`config.mk`:
```
export PLATFORM = sky130hd
export DESIGN_NAME = lif_array
export DESIGN_NICKNAME = d
export VERILOG_FILES = /design/src/rtl/lif_array.sv
export SDC_FILE = /design/constraint.sdc
export NUM_CORES = 1
export LEC_CHECK = 0
export BUFFER_PORTS_ARGS = -buffer_cell sky130_fd_sc_hd__buf_2
export CELL_PAD_IN_SITES_DETAIL_PLACEMENT = 1
export CELL_PAD_IN_SITES_GLOBAL_PLACEMENT = 1
export CORE_ASPECT_RATIO = 2
export CORE_MARGIN = 2
export CORE_UTILIZATION = 50
export DETAILED_ROUTE_END_ITERATION = 7
export HOLD_SLACK_MARGIN = 0.08
export PLACE_DENSITY_LB_ADDON = 0.1
export SYNTH_ARGS = -nofsm -noshare
export SYNTH_HDL_FRONTEND = slang
export SYNTH_SLANG_ARGS = --single-unit
```
`constraint.sdc`:
```
create_clock -name clk -period 17.7 [get_ports clk]
set_input_delay 1.77 -clock clk [delete_from_list [all_inputs] [get_ports clk]]
set_output_delay 1.77 -clock clk [all_outputs]
set_load 0.02 [all_outputs]
```
`src/rtl/lif_array.sv`:
```
// lif_array: time-multiplexed array of leaky integrate-and-fire neurons.
//
// Each neuron keeps its own membrane potential, adaptive threshold and
// refractory counter. One current sample, tagged with a neuron index, is
// accepted per valid/ready handshake. The update result is registered and
// presented one cycle later on the output handshake.
//
// Ports:
//   clk, rst_n         clock, synchronous active-low reset
//   in_valid/in_ready  input handshake (in_ready is combinational)
//   in_idx             neuron addressed by the sample
//   in_current         unsigned input current
//   learn_en           enables threshold adaptation for this sample
//   out_valid/ready    output handshake
//   out_idx            neuron that was updated
//   out_state          membrane value after the update
//   out_spike          neuron fired on this update
//   spike_cnt          saturating count of spikes since reset
module lif_array #(
  parameter int unsigned N_NEURONS    = 4,
  parameter int unsigned W            = 8,
  parameter int unsigned LEAK_SHIFT   = 3,
  parameter int unsigned TH_INIT      = 100,
  parameter int unsigned TH_MAX       = 220,
  parameter int unsigned TH_MIN       = 8,
  parameter int unsigned TH_INC_SHIFT = 3,
  parameter int unsigned TH_DEC_SHIFT = 4,
  parameter int unsigned REFRAC       = 2,
  localparam int unsigned IW          = $clog2(N_NEURONS)
) (
  input  logic          clk,
  input  logic          rst_n,
  input  logic          in_valid,
  output logic          in_ready,
  input  logic [IW-1:0] in_idx,
  input  logic [W-1:0]  in_current,
  input  logic          learn_en,
  output logic          out_valid,
  input  logic          out_ready,
  output logic [IW-1:0] out_idx,
  output logic [W-1:0]  out_state,
  output logic          out_spike,
  output logic [15:0]   spike_cnt
);

  // Refractory counter width; kept at least one bit when REFRAC is 0.
  localparam int unsigned RW = (REFRAC > 0) ? $clog2(REFRAC + 1) : 1;
  localparam int unsigned CW = 16;

  typedef logic [W-1:0] word_t;
  typedef logic [W:0]   wide_t;

  // Per-neuron storage
  word_t         state_q  [N_NEURONS];
  word_t         state_d  [N_NEURONS];
  word_t         th_q     [N_NEURONS];
  word_t         th_d     [N_NEURONS];
  logic [RW-1:0] refrac_q [N_NEURONS];
  logic [RW-1:0] refrac_d [N_NEURONS];

  // Output registers
  logic          out_valid_q, out_valid_d;
  logic [IW-1:0] out_idx_q,   out_idx_d;
  word_t         out_state_q, out_state_d;
  logic          out_spike_q, out_spike_d;
  logic [CW-1:0] spike_cnt_q, spike_cnt_d;

  // Datapath for the addressed neuron
  word_t         sel_state;
  word_t         sel_th;
  logic [RW-1:0] sel_refrac;
  logic          in_refrac;
  wide_t         v_wide;
  word_t         v_sat;
  logic          fire;
  wide_t         th_up_wide;
  wide_t         th_dn_wide;
  word_t         th_up;
  word_t         th_dn;
  logic          accept;

  // A new sample may enter whenever the output slot is empty or draining.
  assign in_ready = !out_valid_q || out_ready;
  assign accept   = in_valid && in_ready;

  assign out_valid = out_valid_q;
  assign out_idx   = out_idx_q;
  assign out_state = out_state_q;
  assign out_spike = out_spike_q;
  assign spike_cnt = spike_cnt_q;

  // Leak, integrate, saturate, fire decision and threshold candidates.
  // Reads come straight from the registers, so a back-to-back update to
  // the same neuron sees the value written on the previous edge.
  always_comb begin
    sel_state  = state_q[in_idx];
    sel_th     = th_q[in_idx];
    sel_refrac = refrac_q[in_idx];
    in_refrac  = (sel_refrac != '0);

    // state - leak never underflows; the extra bit catches the add carry.
    v_wide = wide_t'(sel_state) - wide_t'(sel_state >> LEAK_SHIFT)
           + wide_t'(in_current);
    v_sat  = v_wide[W] ? '1 : v_wide[W-1:0];
    fire   = !in_refrac && (v_sat >= sel_th);

    th_up_wide = wide_t'(sel_th) + wide_t'(sel_th >> TH_INC_SHIFT);
    th_up      = (th_up_wide > wide_t'(TH_MAX)) ? word_t'(TH_MAX)
                                                : th_up_wide[W-1:0];
    th_dn_wide = wide_t'(sel_th) - wide_t'(sel_th >> TH_DEC_SHIFT);
    th_dn      = (th_dn_wide < wide_t'(TH_MIN)) ? word_t'(TH_MIN)
                                                : th_dn_wide[W-1:0];
  end

  // Next-state for neuron storage, output slot and spike counter.
  always_comb begin
    for (int i = 0; i < int'(N_NEURONS); i++) begin
      state_d[i]  = state_q[i];
      th_d[i]     = th_q[i];
      refrac_d[i] = refrac_q[i];
    end
    out_valid_d = out_valid_q;
    out_idx_d   = out_idx_q;
    out_state_d = out_state_q;
    out_spike_d = out_spike_q;
    spike_cnt_d = spike_cnt_q;

    if (accept) begin
      out_valid_d = 1'b1;
      out_idx_d   = in_idx;
      if (in_refrac) begin
        // Refractory: current is discarded, threshold left alone.
        refrac_d[in_idx] = sel_refrac - RW'(1);
        state_d[in_idx]  = '0;
        out_state_d      = '0;
        out_spike_d      = 1'b0;
      end else if (fire) begin
        state_d[in_idx]  = '0;
        refrac_d[in_idx] = RW'(REFRAC);
        out_state_d      = '0;
        out_spike_d      = 1'b1;
        if (spike_cnt_q != '1) begin
          spike_cnt_d = spike_cnt_q + CW'(1);
        end
        if (learn_en) begin
          th_d[in_idx] = th_up;
        end
      end else begin
        state_d[in_idx] = v_sat;
        out_state_d     = v_sat;
        out_spike_d     = 1'b0;
        if (learn_en) begin
          th_d[in_idx] = th_dn;
        end
      end
    end else if (out_ready) begin
      out_valid_d = 1'b0;
    end
  end

  // Registers with synchronous reset.
  always_ff @(posedge clk) begin
    if (!rst_n) begin
      for (int i = 0; i < int'(N_NEURONS); i++) begin
        state_q[i]  <= '0;
        th_q[i]     <= word_t'(TH_INIT);
        refrac_q[i] <= '0;
      end
      out_valid_q <= 1'b0;
      out_idx_q   <= '0;
      out_state_q <= '0;
      out_spike_q <= 1'b0;
      spike_cnt_q <= '0;
    end else begin
      for (int i = 0; i < int'(N_NEURONS); i++) begin
        state_q[i]  <= state_d[i];
        th_q[i]     <= th_d[i];
        refrac_q[i] <= refrac_d[i];
      end
      out_valid_q <= out_valid_d;
      out_idx_q   <= out_idx_d;
      out_state_q <= out_state_d;
      out_spike_q <= out_spike_d;
      spike_cnt_q <= spike_cnt_d;
    end
  end

endmodule

```
==> flow_summary.ini <==
[outcome]
status = complete, no violations

[clock_network]
cts_tree = yes
htreeDepth = 3
cts.path.max_buffers = 2
cts_hold_buf = 0
clock_latency_ns = 0.35
path_clk_slew_ns = 0.07
ctsResizeCount = 0
root_buffer = clkbuf_16
cts_made_buffers = 9
cts_setup_buffers = 0
clock-sinks = 100

[timing]
slew_headroom_pct = 21.9
fmax_ghz = 0.130
setup_viol = 0
fin_crit_sh_pct = 43.4
rsz0062_at_grt = false
report.final.hold_viol_count = 0
period_minus_slack_ns = 7.67
final.setup.tns_ns = 0
clock_skew_ns = 0.0117
max_slew.worst_pin.slew_ns = 1.16
drv_slew = 0

[finish]
syn2layout_area_growth_pct = 11.1
seq_area_um2 = 2000
n_antenna_cell = 0
multiInputGateArea_um2 = 3300
fin_util_pct = 57.0
fillCellCount = 1299
drive_above_1_share_pct = 15.0
nets = 701

[global_route]
grt_pass1_vias = 5310
antenna_found_initial = 0
grt_pass1_wl_mm = 26.8
grt-ovfl-total = 0
grt_max_degree = 79
grt.total_usage_pct = 28.4

[job]
cap_violations = 0

[power]
pwr-share-clk_pct = 27.7
p_comb_share_pct = 36.4
p_sw_uw = 283
max-vdd-ir-drop_mv = 0.0698
p_seq_share_pct = 35.9
cellPowerDensity_nw_per_um2 = 116
finalPower_uw = 719
p_leak_nw = 2.62
sw_frac_of_total_pct = 39.4
p_int_uw = 436

[min_path]
min_path_type = flop to flop

[placed_design]
hpwl_mm = 12.7
io_buffers = 43
gp_congestion = 0.853

[synthesis]
synthCells = 613
synth-async-reset-ratio_pct = 0
synth_fp_nets = 666
synthesis.area_um2 = 5580
ys_ff_latch = 100
synth_edf_count = 0
syn_area_per_cell_um2 = 9.10
synthFlopType = dfxtp_1
ys_seq_area_share_pct = 35.9
synth_cell_type_count = 57
yosys_warnings = 0

[drt]
first_iter_violations = 181
wl_per_cell_um = 20.9
via_per_inst = 6.12
routed_wl_mm = 16.6
drc = 0
antenna_left = 0
dr.pass1.iters = 4
num_vias = 4854

[die]
io_pins = 44
core_area_um2 = 10900
placementRows = 54
die_w_um = 78.7
die_area_um2 = 12100
fp.dieH_um = 153
start_util_pct = 51.3

[setup_path]
startpoint_type = input port
cp-end-kind = flop
required_ns = 17.99
path_class = input port to flop
worst-path-max-fanout = 30
arrival_ns = 7.97
[metrics by stage]
stage | setup slack (ns) | cells | hold slack, ns | instance area (µm²)
3_5_place_dp | 9.77 | 777 | 0.443 | 5900
4_1_cts | 10.00 | 793 | 0.460 | 6200
6_report | 10.03 | 793 | 0.460 | 6200
3_3_place_gp | 9.89 | 777 | 0.436 | 5900
5_1_grt | 9.61 | 793 | 0.486 | 6200
2_1_floorplan | 10.67 | 613 | 0.420 | 5580
[routing by layer]
layer	global-route usage [%]	vias to the layer above	share of wire, %
met1	27.6	2432	35
li1	-	2281	-
met5	0	-	0
met3	4.07	43	2.3
met4	14.8	0	4.7
met2	55.4	98	58
[power groups by stage]
| stage | combinational [mW] | sequential (mW) | clock, mW |
|---|---|---|---|
| final | 0.262 | 0.258 | 0.199 |
| after global routing | 0.285 | 0.260 | 0.210 |
| after CTS | 0.262 | 0.258 | 0.203 |
| after detailed placement | 0.258 | 0.263 | 0 |
| after global placement | 0.249 | 0.261 | 0 |
| after floorplan | 0.176 | 0.268 | 0 |
[synthesized netlist by cell type, types with 10 or more instances]
library cell / instances / area, µm²
nand2_1: 48 / 180
a22o_1: 27 / 236
nand3_1: 25 / 125
mux4_2: 18 / 405
o31ai_1: 10 / 75.1
and2_1: 18 / 113
nand2b_1: 10 / 62.6
dfxtp_1: 100 / 2000
clkbuf_1: 16 / 60.1
a21oi_1: 22 / 110
nor2_1: 40 / 150
xor2_1: 15 / 131
inv_1: 48 / 180
ha_1: 31 / 388
o21ai_0: 45 / 225
nor3_1: 19 / 95.1
[flip-flops by register name, summed over array words and instances (netlist names)]
signal	cells
out_idx	2
out_spike	1
out_state	8
out_valid	1
refrac_q	8
spike_cnt	16
state_q	32
th_q	32
[path summary, 6_finish.rpt]
check,end,slack (ns),cells past startpoint,startpoint
setup / recovery,state_q[0][7],10.03,22,in_idx[1]
hold / removal,state_q[2][6],0.46,2,state_q[2][6]
setup reg to reg,state_q[0][7],11.71,20,state_q[1][3]
hold reg to reg,state_q[2][6],0.46,2,state_q[2][6]
[area by class of cell]
class / count / area share, %
Clock buffer: 10 / 3.85
Clock inverter: 6 / 0.989
Timing Repair Buffer: 46 / 3.83
Inverter: 49 / 2.97
Sequential cell: 100 / 32.3
Tap cell: 140 / 2.82
Multi-Input combinational cell: 442 / 53.2
[cells in the final DEF (no fill, tap or decap), types with 19 or more instances in the layout]
cell type / count
dfxtp_1: 100
o21ai_0: 45
inv_1: 48
nand2_1: 48
a22o_1: 27
nand3_1: 25
buf_2: 43
ha_1: 31
nor3_1: 19
nor2_1: 40
a21oi_1: 22
[worst max-delay path, stage by stage]
cell and delay (ns):
buf_2 0.08, buf_4 0.41, mux4_2 0.60, ha_1 0.33, inv_1 0.08, ha_1 0.19, inv_1 0.06, fa_1 0.37
nor2b_1 0.17, o21a_1 0.18, o21ai_0 0.12, a21oi_1 0.27, xnor2_1 0.28, o21ai_1 0.33, ha_1 0.39, a211oi_1 0.25
o21ai_0 0.18, a41o_1 0.29, a21boi_2 0.38, nand3_1 0.34, nor3_1 0.65, a22o_1 0.23
[cells by family after synthesis]
| group | count (synthesis) | share of synthesized area (%) |
|---|---|---|
| AOI/OAI and AO/OA | 160 | 19.9 |
| buffers and inverters | 71 | 4.93 |
| xor gates and xnor gates | 23 | 3.61 |
| and+or+nand+nor | 196 | 17.7 |
| adders and majority gates | 38 | 9.46 |
| DFF | 100 | 35.9 |
| muxes | 25 | 8.52 |
(Power assumes the default switching activity.)
